File: config.mk
export PLATFORM = sky130hd
export DESIGN_NAME = ppu_spr_fetch_flat
export DESIGN_NICKNAME = d
export VERILOG_FILES = /design/src/rtl/ppu_spr_fetch_if.sv /design/src/rtl/ppu_spr_fetch.sv /design/src/flat_wrapper.sv
export SDC_FILE = /design/constraint.sdc
export NUM_CORES = 1
export LEC_CHECK = 0
export ABC_CLOCK_PERIOD_IN_PS = 2100
export BUFFER_PORTS_ARGS = -buffer_cell sky130_fd_sc_hd__buf_2
export CAP_MARGIN = 5
export CORE_ASPECT_RATIO = 1.75
export CORE_MARGIN = 2
export CORE_UTILIZATION = 49
export CTS_CLUSTER_SIZE = 25
export DETAILED_ROUTE_END_ITERATION = 8
export GPL_ROUTABILITY_DRIVEN = 0
export PLACE_DENSITY = 0.76
export SYNTH_ARGS = -nofsm -noshare
export SYNTH_HDL_FRONTEND = slang
export SYNTH_SLANG_ARGS = --single-unit
File: constraint.sdc
create_clock -name i_clk -period 2.1 [get_ports i_clk]
set_clock_uncertainty 0.2 [all_clocks]
set_input_delay 0.21 -clock i_clk [delete_from_list [all_inputs] [get_ports i_clk]]
set_output_delay 0.21 -clock i_clk [all_outputs]
set_load 0.02 [all_outputs]
File: src/rtl/ppu_spr_fetch_if.sv
// ppu_spr_fetch_if: secondary OAM and VRAM read buses of the sprite fetch engine
interface ppu_spr_fetch_if;
  logic [4:0]  o_soam_addr;
  logic [7:0]  i_soam_data;
  logic        o_vram_req;
  logic [13:0] o_vram_addr;
  logic        i_vram_valid;
  logic [7:0]  i_vram_data;
  modport master (output o_soam_addr, o_vram_req, o_vram_addr,
                  input  i_soam_data, i_vram_valid, i_vram_data);
  modport slave  (input  o_soam_addr, o_vram_req, o_vram_addr,
                  output i_soam_data, i_vram_valid, i_vram_data);
endinterface

File: src/rtl/ppu_spr_fetch.sv
// ppu_spr_fetch: per-scanline sprite fetch, loads the eight sprite pipeline slots
module ppu_spr_fetch #(
  parameter int NUM_SLOTS = 8
) (
  input  logic        i_clk,
  input  logic        i_rstn,
  input  logic        i_start,
  input  logic [3:0]  i_spr_cnt,
  input  logic [7:0]  i_scanline,
  input  logic        i_spr_size,
  input  logic        i_spr_pt_sel,
  ppu_spr_fetch_if.master bus,
  output logic [2:0]  o_slot,
  output logic [7:0]  o_xcnt,
  output logic        o_xcnt_wr,
  output logic [7:0]  o_attr,
  output logic        o_attr_we,
  output logic [15:0] o_patt,
  output logic        o_patt_we,
  output logic        o_busy,
  output logic        o_done
);
  typedef enum logic [2:0] {IDLE, SOAM, FETCH_L, FETCH_H, WR_A, WR_P, DONE} state_t;
  state_t r_state, w_next;
  logic [3:0]  r_cnt;
  logic [7:0]  r_line, r_y, r_tile, r_attr, r_x, r_p0, r_p1, r_xcnt_q, r_attr_q;
  logic [15:0] r_patt_q;
  logic        r_size, r_pt;
  logic [2:0]  r_slot, r_sub, w_slot_nx;
  logic [3:0]  w_row, w_r4;
  logic        w_fill, w_last, w_plane, w_req;
  logic [13:0] w_addr;
  assign w_slot_nx = r_slot + 3'd1;
  assign w_last    = r_slot == 3'(NUM_SLOTS - 1);
  assign w_fill    = {1'b0, r_slot} < r_cnt;
  // only the low nibble of the line distance matters; evaluation guarantees range
  assign w_row     = 4'(r_line - r_y);
  assign w_r4      = r_attr[7] ? ~w_row : w_row;
  assign w_plane   = r_state == FETCH_H;
  assign w_req     = r_state == FETCH_L || r_state == FETCH_H;
  assign w_addr    = r_size ? {1'b0, r_tile[0], r_tile[7:1], w_r4[3], w_plane, w_r4[2:0]}
                            : {1'b0, r_pt, r_tile, w_plane, w_r4[2:0]};
  assign bus.o_vram_req  = w_req;
  assign bus.o_vram_addr = w_req ? w_addr : '0;
  assign bus.o_soam_addr = r_state == SOAM ? {r_slot, r_sub[1:0]} : '0;
  assign o_slot    = r_slot;
  assign o_attr_we = r_state == WR_A;
  assign o_xcnt_wr = r_state == WR_A;
  assign o_patt_we = r_state == WR_P;
  assign o_busy    = r_state != IDLE;
  assign o_done    = r_state == DONE;
  // data outputs are live during their strobe and otherwise hold the last written value
  assign o_attr    = o_attr_we ? (w_fill ? r_attr : 8'h00) : r_attr_q;
  assign o_xcnt    = o_xcnt_wr ? (w_fill ? r_x : 8'hFF) : r_xcnt_q;
  assign o_patt    = o_patt_we ? (w_fill ? {r_p1, r_p0} : 16'h0000) : r_patt_q;
  always_comb begin
    w_next = r_state;
    case (r_state)
      IDLE:    if (i_start) w_next = i_spr_cnt != 4'd0 ? SOAM : WR_A;
      SOAM:    if (r_sub == 3'd4) w_next = FETCH_L;
      FETCH_L: if (bus.i_vram_valid) w_next = FETCH_H;
      FETCH_H: if (bus.i_vram_valid) w_next = WR_A;
      WR_A:    w_next = WR_P;
      WR_P:    w_next = w_last ? DONE : ({1'b0, w_slot_nx} < r_cnt ? SOAM : WR_A);
      DONE:    w_next = IDLE;
      default: w_next = IDLE;
    endcase
  end
  always_ff @(posedge i_clk or negedge i_rstn) begin
    if (!i_rstn) begin
      r_state  <= IDLE;
      r_cnt    <= '0;
      r_line   <= '0;
      r_size   <= 1'b0;
      r_pt     <= 1'b0;
      r_slot   <= '0;
      r_sub    <= '0;
      r_y      <= '0;
      r_tile   <= '0;
      r_attr   <= '0;
      r_x      <= '0;
      r_p0     <= '0;
      r_p1     <= '0;
      r_xcnt_q <= '0;
      r_attr_q <= '0;
      r_patt_q <= '0;
    end else begin
      r_state  <= w_next;
      r_sub    <= r_state == SOAM ? r_sub + 3'd1 : 3'd0;
      r_xcnt_q <= o_xcnt;
      r_attr_q <= o_attr;
      r_patt_q <= o_patt;
      if (r_state == IDLE && i_start) begin
        r_cnt  <= i_spr_cnt > 4'(NUM_SLOTS) ? 4'(NUM_SLOTS) : i_spr_cnt;
        r_line <= i_scanline;
        r_size <= i_spr_size;
        r_pt   <= i_spr_pt_sel;
        r_slot <= '0;
      end
      if (r_state == WR_P && !w_last) r_slot <= w_slot_nx;
      if (r_state == SOAM) begin
        if (r_sub == 3'd1) r_y    <= bus.i_soam_data;
        if (r_sub == 3'd2) r_tile <= bus.i_soam_data;
        if (r_sub == 3'd3) r_attr <= bus.i_soam_data;
        if (r_sub == 3'd4) r_x    <= bus.i_soam_data;
      end
      if (r_state == FETCH_L && bus.i_vram_valid) r_p0 <= bus.i_vram_data;
      if (r_state == FETCH_H && bus.i_vram_valid) r_p1 <= bus.i_vram_data;
    end
  end
endmodule

File: src/flat_wrapper.sv
// flat-port wrapper written by rule: the top's interface ports become plain ports
module ppu_spr_fetch_flat 
#(
  parameter int NUM_SLOTS = 8
)
  (i_clk, i_rstn, i_start, i_spr_cnt, i_scanline, i_spr_size, i_spr_pt_sel, o_slot, o_xcnt, o_xcnt_wr, o_attr, o_attr_we, o_patt, o_patt_we, o_busy, o_done, bus_o_soam_addr, bus_o_vram_req, bus_o_vram_addr, bus_i_soam_data, bus_i_vram_valid, bus_i_vram_data);
  ppu_spr_fetch_if bus_i ();
  input  logic i_clk;
  input  logic i_rstn;
  input  logic i_start;
  input  logic [3:0] i_spr_cnt;
  input  logic [7:0] i_scanline;
  input  logic i_spr_size;
  input  logic i_spr_pt_sel;
  output logic [2:0] o_slot;
  output logic [7:0] o_xcnt;
  output logic o_xcnt_wr;
  output logic [7:0] o_attr;
  output logic o_attr_we;
  output logic [15:0] o_patt;
  output logic o_patt_we;
  output logic o_busy;
  output logic o_done;
  output wire logic [$bits(bus_i.o_soam_addr)-1:0] bus_o_soam_addr;
  output wire logic [$bits(bus_i.o_vram_req)-1:0] bus_o_vram_req;
  output wire logic [$bits(bus_i.o_vram_addr)-1:0] bus_o_vram_addr;
  input wire logic [$bits(bus_i.i_soam_data)-1:0] bus_i_soam_data;
  input wire logic [$bits(bus_i.i_vram_valid)-1:0] bus_i_vram_valid;
  input wire logic [$bits(bus_i.i_vram_data)-1:0] bus_i_vram_data;
  assign bus_o_soam_addr = bus_i.o_soam_addr;
  assign bus_o_vram_req = bus_i.o_vram_req;
  assign bus_o_vram_addr = bus_i.o_vram_addr;
  assign bus_i.i_soam_data = bus_i_soam_data;
  assign bus_i.i_vram_valid = bus_i_vram_valid;
  assign bus_i.i_vram_data = bus_i_vram_data;
  ppu_spr_fetch #(.NUM_SLOTS(NUM_SLOTS)) u_core (.i_clk(i_clk), .i_rstn(i_rstn), .i_start(i_start), .i_spr_cnt(i_spr_cnt), .i_scanline(i_scanline), .i_spr_size(i_spr_size), .i_spr_pt_sel(i_spr_pt_sel), .bus(bus_i), .o_slot(o_slot), .o_xcnt(o_xcnt), .o_xcnt_wr(o_xcnt_wr), .o_attr(o_attr), .o_attr_we(o_attr_we), .o_patt(o_patt), .o_patt_we(o_patt_we), .o_busy(o_busy), .o_done(o_done));
endmodule
==> Word-level counts from Yosys, hierarchy flattened <==
Cells that the tools add are included.
{ "word_totals": {"inputBits": 34, "wordCells": 75, "regBits": 95, "output_inout_bits": 60} }
{ "classes": {"magnitude_cmp": 3, "add_sub_neg": 3, "n_mux": 22, "bitwise": 1, "reduce_logical": 15, "n_eq_ne": 15} }
{ "ops": {"columns": ["operator", "n"], "rows": [
  ["16-bit two-way mux", 2],
  ["8-bit two-way mux", 4],
  ["3-bit two-way mux", 10],
  ["3-bit case mux with 6 select lines", 1],
  ["3-bit == test, second input constant", 5],
  ["14-bit two-way mux", 1],
  ["13-bit two-way mux", 1],
  ["3-bit by 2-bit == test with 1-bit output, second input constant", 4],
  ["3-bit by 4-bit < comparator with 1-bit output", 2],
  ["4-bit two-way mux", 2],
  ["2-bit != test, second input constant", 4],
  ["2-bit AND reduction", 4],
  ["3-bit by 1-bit adder with 3-bit output, second input constant", 2],
  ["3-bit by 1-bit == test with 1-bit output, second input constant", 2],
  ["5-bit two-way mux", 1],
  ["4-bit > comparator, second input constant", 1],
  ["1-bit logical AND", 4],
  ["4-bit NOT", 1],
  ["4-bit AND reduction", 1],
  ["4-bit nonzero test", 1],
  ["4-bit subtractor", 1],
  ["3-bit zero test", 1],
  ["3-bit nonzero test", 1],
  ["2-bit nonzero test", 1],
  ["2 further kinds", 2]
]} }

==> Depth between registers and ports, before layout <==
Gate-level depths: netlist of the first run.
{ "logic_depth": {"depth_word": 5, "ltp_mapped": 7} }

==> Worst setup path after synthesis of the first run <==
OpenSTA, ideal clock, no wires.
{ "synth_path": {"path_kind": "register to output", "startpoint": "reg u_core.r_slot[1], in the netlist u_core.o_slot[1]", "endpoint": "out o_attr[0]", "n_path_buf": 1, "required_time_ps": 1690, "stages_incl_launch_ff": 6, "setup_slack_ps": -69, "arrival_time_ps": 1759, "path_cell_list": "dfrtp_1 > ha_1 > a21o_1 > a21o_1 > clkbuf_1 > a21oi_1"} }
{ "synth_via": {"elab_chain_cells": 3} }
{ "synth_lines": {"columns": ["element", "line", "rtl"], "rows": [
  ["start: declaration", "ppu_spr_fetch.sv:29", "logic [2:0] r_slot, r_sub, w_slot_nx;"],
  ["start signal: assignment", "ppu_spr_fetch.sv:100", "if (r_state == WR_P && !w_last) r_slot <= w_slot_nx;"],
  ["3-bit by 4-bit < comparator with 1-bit output", "ppu_spr_fetch.sv:35", "assign w_fill = {1'b0, r_slot} < r_cnt;"],
  ["8-bit two-way mux (2 in series)", "ppu_spr_fetch.sv:53", "assign o_attr = o_attr_we ? (w_fill ? r_attr : 8'h00) : r_attr_q;"],
  ["end: declaration", "flat_wrapper.sv:18", "output logic [7:0] o_attr;"]
]} }
No other way between the ends.

==> Worst setup path after layout of the first run <==
{ "layout_path": {"startpoint": "reg u_core.r_cnt[1]", "endpoint": "out o_patt[13]"} }
{ "layout_via": {"elab_chain_cells": 3} }
{ "layout_lines": {"columns": ["element", "line", "rtl"], "rows": [
  ["start: declaration", "ppu_spr_fetch.sv:25", "logic [3:0] r_cnt;"],
  ["start signal: assignment", "ppu_spr_fetch.sv:94", "r_cnt <= i_spr_cnt > 4'(NUM_SLOTS) ? 4'(NUM_SLOTS) : i_spr_cnt;"],
  ["3-bit by 4-bit < comparator with 1-bit output", "ppu_spr_fetch.sv:35", null],
  ["16-bit two-way mux (2 in series)", "ppu_spr_fetch.sv:55", "assign o_patt = o_patt_we ? (w_fill ? {r_p1, r_p0} : 16'h0000) : r_patt_q;"],
  ["end: declaration", "flat_wrapper.sv:20", "output logic [15:0] o_patt;"]
]} }
No other way between the ends.

==> results.md, run 1 <==
- Crit-path max cell delay: 0.41 ns
- Max-cap violations: 0
- Total clock sinks: 95
- R2R Setup Slk: -0.03 ns
- FFs w/ async S/R, synth: 100.0%
- WL per Instance: 17.94 um
- Critical path class: flip-flop to output port
- Yosys reg bits: 95
- Starting DRT DRC Count: 132
- Layout cells sized above 1: between 50% and 60%
- Most common cell after layout, fill and taps aside: dfrtp_1
- Post-route cell area: a little under 0.007 mm^2
- Crit path DAT: approximately 2.0 ns
- Post-synthesis sequential area ratio: 54.10%
- Grt total ovfl: 0
- H-tree depth: 3
- Drc violations: 0
- Cells on Worst Hold Path: 3
- Setup violations, final: 37
- Register-to-Register Path Depth: 8
- Top delay family on crit path: compound AO/OA/AOI/OAI gates
- Leak pwr: roughly 3.3 nW
- Largest net degree at the start of global routing: 42
- Syn_area_per_cell: 12.48 um^2
- Hold WS: around 0.024 ns
- Most frequent cells in the layout: 94 x dfrtp_1, 51 x buf_2, 43 x buf_4, 43 x buf_6, 40 x mux2_2
- FILL cells: 530
- Top Ports: 94
- Clock-pin slew on the worst setup and hold paths: 0.07 ns
- Diodes inserted: 0
- Die X: approximately 76 um
- Syn Nets: about 400
- DR vias/cell: 5.118
- Final max-slew violation count: 0
- Cell Chain, Critical Path: inv_2 -> ha_4 -> a21o_1 -> a21o_4 -> buf_16 -> a21oi_4 -> buf_6
- Die area: 0.009771 mm^2
- Area Overhead vs Synth: 55.13%
- Die Y: about 130 um
- Post-Place Cells: between 500 and 600
- Wirelength, routed: about 12000 um
- Port buffer count: 88
- Power Total: about 0.011 W
- Num rows: 45
- Starting utilization of the core area: ~51%
- Critical R2R Launch: u_core.o_slot[1]
- Peak Freq: between 0.4 and 0.5 GHz
- Final WS setup: -0.2735 ns
- Synth unique cells: 39
- CTS tree: done
- Status: complete, but fails checks
- Final Hold Viols: 0
- Min Clock Period, post-route: 2.374 ns
- Worst hold-check path type: input pin to flip-flop
- Critical R2R Capture: u_core.r_state[2]
- VDD IR max: about 1300 uV
- Cell Pwr Density: between 1500 and 2000 mW/mm^2
- Startpoint types: flip-flop
- Root Buffer: clkbuf_16
- Post-Syn Area: ~0.0044 mm^2
- Tot GR Track Use: 24.85%
- Post-Place Cell Area: slightly above 0.005 mm^2
- Core Area: roughly 0.0087 mm^2
- Tcrit/Tclk final: 113.0%
- Synth Instances: about 350
- EDFF count, synth: 0
- Layout net count: 570
- Final ANT Viol Nets: 0
- Global-route wire length before repair: 18070 um
- 1st-pass router iterations: 4
- CTS Buf Count: 9
- Non-filler cells, final: approximately 640
- Hold Path End: u_core.r_state[2]
- Initial antenna violation count: 0
- Vias in the first global route: approximately 3700
- YS warnings: 0
- Violations in the final reports: negative setup slack
- Routed via count: 3291
- Critical path peak fanout: 7
- Crit end category: output port
- CP bufs+invs: 3
- Clk_lat worst skew: between 0.3 and 0.4 ns
- CP required: roughly 1.7 ns
- Hold_sp: bus_i_vram_valid
- RSZ-0062 raised after global routing: true
- Setup TNS: -7.921 ns
- Top FF cell, synth: dfrtp_1
- Clk buf depth: 2
- Slowest cell on crit path: dfrtp_1
- HPWL Detailed: approximately 7000 um
synthesized netlist by cell type (2+ instances only):
cell,n,area [um^2]
a21o_1,4,30.03
a21oi_1,30,150.1
a22o_1,2,17.52
a31oi_1,2,12.51
and2_1,7,43.79
and3_1,6,37.54
buf_2,6,30.03
buf_4,5,37.54
clkbuf_1,6,22.52
dfrtp_1,95,2377
ha_1,14,175.2
inv_1,13,48.80
mux2_2,40,450.4
mux2_4,12,180.2
mux2i_1,33,330.3
nand2_1,9,33.78
nand2b_1,8,50.05
nand3b_1,2,15.01
nor2_1,16,60.06
nor2_4,2,22.52
o21ai_0,17,85.08
xnor2_1,4,35.03
xor2_1,3,26.28
area by class of cell:
type | count | area, um^2 | share of cell area, %
clock inverters | 6 | 97.59 | 1.432
multi-input cells | 226 | 2377 | 34.88
clock buffers | 10 | 229.0 | 3.359
flip-flops and latches | 95 | 2379 | 34.89
repair buffers | 175 | 1535 | 22.52
well taps | 117 | 146.4 | 2.148
inverters | 14 | 52.55 | 0.7709
sequential cells by signal, summed over array words and instances (netlist names), 8 cells and up:
signal           flops
u_core.r_patt_q     16
u_core.r_attr        8
u_core.r_attr_q      8
u_core.r_p0          8
u_core.r_p1          8
u_core.r_tile        8
u_core.r_x           8
u_core.r_xcnt_q      8
worst max-delay path by stage:
stage                startpoint           endpoint  depth (start not counted)
6_report        u_core.r_cnt[1]         o_patt[13]                          7
5_1_grt         u_core.r_cnt[1]         o_patt[13]                          7
4_1_cts         u_core.r_cnt[1]          o_attr[7]                          7
3_5_place_dp   u_core.o_slot[1]  u_core.r_state[0]                          7
3_3_place_gp   u_core.o_slot[1]         o_patt[10]                          6
2_1_floorplan  u_core.o_slot[1]          o_attr[0]                          5
worst min-delay path, delay by kind of cell:
kind	cells	cell delay, ns
simple gates	1	0.12
buf+inv	1	0.13
compound gates	1	0.07
per-layer routing:
layer	vias up	share of wire (%)	GRT usage, %
met3	14	3.7	6.143
met4	0	1.6	10.01
met5	-	0	0
met2	70	57	44.14
li1	1557	-	-
met1	1650	38	27.54
metrics by stage:
step                setup WS (ns)  util (%)
detailed placement       0.009732     59.00
floorplan                -0.06934         -
global placement          0.05535     59.00
CTS                       -0.2409     74.78
global route              -0.3272     78.61
finish                    -0.2735     78.61
cells by family after synthesis:
group,count (synthesis),share of synthesized area [%]
adder cells (fa/ha/maj),15,4.442
multiplexers,85,21.87
other,1,0.08534
AO/OA/AOI/OAI,59,7.432
buffers and inverters,31,3.246
flip-flops,95,54.10
XOR/XNOR,7,1.395
AND/OR/NAND/NOR,59,7.432
repair_timing:
action,CTS,global route
buffers inserted,16,15
endpoints found under the setup margin,39,46
resized for setup,151,37
hold endpoints to repair,122,0
gates cloned,1,1
hold buffers,30,0
pin swaps,7,12
where the power goes:
part           leakage, nW  total, W  internal [W]  switching (W)
logic                 1.92   0.00581       0.00297        0.00284
registers             1.21   0.00310       0.00260       0.000500
clock network        0.160   0.00180       0.00107       0.000732
Note: power is estimated with default switching activity, not from simulation.
==> run 2, diff against run 1 <==
GPL_TIMING_DRIVEN = 0   (was unset)
==> run 2 against run 1 <==
Against the previous run: the flow still finishes with violations (negative setup slack); critical path depth shrank 1; setup slack lost 0.062 ns; clock power shrank 8%; largest power group unchanged.
==> results.md, run 2 (synthesis gave the netlist of run 1 again) <==
- Most frequent cells in the layout: 94 x dfrtp_1, 52 x buf_2, 40 x mux2_2 (was 94 x dfrtp_1, 51 x buf_2, 43 x buf_4, 43 x buf_6, 40 x mux2_2)
- Non-filler cells, final: 633 (was 643)
- Startpoint types: flip-flop (unchanged)
- HPWL Detailed: 7093 um (was 6929 um)
- Root Buffer: clkbuf_16 (unchanged)
- Clk buf depth: 2 (unchanged)
- CP required: 1.69 ns (about the same)
- Final max-slew violation count: 0 (unchanged)
- Die Y: 129.3 um (unchanged)
- Cell Chain, Critical Path: inv_1 -> ha_1 -> a21o_4 -> clkbuf_16 -> a21oi_4 -> buf_6 (was inv_2 -> ha_4 -> a21o_1 -> a21o_4 -> buf_16 -> a21oi_4 -> buf_6)
- Global-route wire length before repair: 19020 um (was 18070 um)
- Top delay family on crit path: buffers and inverters (was compound AO/OA/AOI/OAI gates)
- Worst path depth: 6 (was 7)
- Num rows: 45 (unchanged)
- Die X: 75.59 um (unchanged)
- Max-cap violations: 0 (unchanged)
- Post-route cell area: 0.006908 mm^2 (was 0.006817 mm^2)
- Initial antenna violation count: 0 (unchanged)
- Top Ports: 94 (unchanged)
- Slowest cell on crit path: dfrtp_1 (unchanged)
- Placement Setup Slack: -0.3615 ns (was 0.009732 ns)
- Cell Pwr Density: 1554 mW/mm^2 (was 1570 mW/mm^2)
- CTS tree: done (unchanged)
- Register-to-Register Path Depth: 8 (unchanged)
- Tcrit/Tclk final: 116.0% (was 113.0%)
- Setup TNS: -9.140 ns (was -7.921 ns)
- Grt total ovfl: 0 (unchanged)
- CTS Buf Count: 9 (unchanged)
- Final Hold Viols: 0 (unchanged)
- Peak Freq: 0.4106 GHz (was 0.4213 GHz)
- Final WS setup: -0.3357 ns (was -0.2735 ns)
- Crit end category: output port (unchanged)
- Setup crit start: u_core.r_cnt[2] (was u_core.r_cnt[1])
- Die area: 0.009771 mm^2 (unchanged)
- Port buffer count: 88 (unchanged)
- Starting utilization of the core area: 50.68% (unchanged)
- Clock-pin slew on the worst setup and hold paths: 0.06 ns (was 0.07 ns)
- Largest reg by FF count: u_core.r_patt_q (unchanged)
- Core Area: 0.008671 mm^2 (unchanged)
- Violations in the final reports: negative setup slack (unchanged)
- Post-Place Cells: 558 (was 564)
- FILL cells: 486 (was 530)
- Clk_lat worst skew: 0.34 ns (was 0.35 ns)
- RSZ-0062 raised after global routing: true (unchanged)
- Crit-path max cell delay: 0.40 ns (was 0.41 ns)
- Crit path capture: o_patt[5] (was o_patt[13])
- Largest net degree at the start of global routing: 61 (was 42)
- Vias in the first global route: 3705 (was 3688)
- Status: complete, but fails checks (unchanged)
- Starting DRT DRC Count: 199 (was 132)
- Critical R2R Capture: u_core.r_state[2] (unchanged)
- Largest register FFs: 16 (unchanged)
- Crit path DAT: 2.03 ns (was 1.96 ns)
- R2R Setup Slk: 0 ns (was -0.03 ns)
- Drc violations: 0 (unchanged)
- Area Overhead vs Synth: 57.20% (was 55.13%)
- Hold WS: 0.1048 ns (was 0.02354 ns)
- DR vias/cell: 5.374 (was 5.118)
- Final ANT Viol Nets: 0 (unchanged)
- Leak pwr: 3.259 nW (was 3.284 nW)
- Wirelength, routed: 12290 um (was 11530 um)
- Tot GR Track Use: 26.42% (was 24.85%)
- Critical path peak fanout: 8 (was 7)
- 1st-pass router iterations: 4 (unchanged)
- VDD IR max: 1173 uV (was 1296 uV)
- Min Clock Period, post-route: 2.436 ns (was 2.374 ns)
- H-tree depth: 3 (unchanged)
- Setup violations, final: 33 (was 37)
- Critical path class: flip-flop to output port (unchanged)
- CP bufs+invs: 3 (unchanged)
- Post-Place Cell Area: 0.005011 mm^2 (was 0.005116 mm^2)
- Layout net count: 561 (was 570)
- WL per Instance: 19.42 um (was 17.94 um)
- Critical R2R Launch: u_core.o_slot[1] (unchanged)
- Most common cell after layout, fill and taps aside: dfrtp_1 (unchanged)
- Diodes inserted: 0 (unchanged)
- Layout cells sized above 1: 55.62% (was 52.47%)
- Total clock sinks: 95 (unchanged)
- Worst hold-check path type: input pin to flip-flop (unchanged)
- Routed via count: 3402 (was 3291)
==> run 2: layout make-up <==
| class | count | area [um^2] | share of cell area (%) |
|---|---|---|---|
| buffer | 16 | 186.4 | 2.699 |
| clock buffer | 11 | 242.7 | 3.514 |
| clock inverter | 4 | 53.80 | 0.7788 |
| inverter | 14 | 57.56 | 0.8332 |
| multi-input combinational | 226 | 2516 | 36.42 |
| sequential | 95 | 2379 | 34.43 |
| tap | 117 | 146.4 | 2.119 |
| timing repair buffer | 150 | 1326 | 19.20 |
==> run 2: repair_timing <==
item                                   CTS  global route
setup endpoints to repair               73            67
gates resized for setup                208            31
hold buffers                            29             0
setup buffers                           18            11
endpoints found under the hold margin   89             0
gates cloned                             4             0
pin swaps                               15             7
==> run 2: worst min-delay path by stage <==
stage | start | end | slack (ns) | depth (start not counted)
floorplan | i_rstn | u_core.o_slot[0] | -0.29 | 0
global placement | i_scanline[0] | u_core.r_line[0] | 0.25 | 2
detailed placement | i_rstn | u_core.r_p0[5] | -0.004 | 1
CTS | bus_i_vram_valid | u_core.r_state[2] | 0.02 | 3
global route | bus_i_vram_valid | u_core.r_state[2] | 0.10 | 3
finish | bus_i_vram_valid | u_core.r_state[2] | 0.10 | 3
==> run 2: where the power goes <==
| part | internal [W] | switching [W] |
|---|---|---|
| Sequential | 0.00260 | 0.000620 |
| Combinational | 0.00300 | 0.00286 |
| Clock | 0.000954 | 0.000696 |
| Total | 0.00655 | 0.00418 |
==> run 2: worst reg2reg max path: cells and delay by family (launching register included) <==
kind,cells,cell delay (ns)
compound gates,3,0.42
fa+ha+maj,3,0.62
buf+inv,1,0.15
flops,1,0.42
simple gates,1,0.16
==> run 2: layer usage <==
metal | wire, um | part of all wire (%) | vias up | global-route usage, %
met5 | 0 | 0 | - | 0
met4 | 403 | 3.3 | 0 | 10.42
met3 | 601 | 4.9 | 38 | 6.299
met2 | 6899 | 56 | 112 | 47.26
met1 | 4389 | 36 | 1714 | 29.22
li1 | - | - | 1538 | -
==> run 2: metrics by stage <==
stage	util (%)	power (W)
4_1_cts	77.36	0.01030
5_1_grt	79.67	0.01125
6_report	79.67	0.01073
3_5_place_dp	57.79	0.006668
3_3_place_gp	57.45	0.006511
2_1_floorplan	-	0.005598
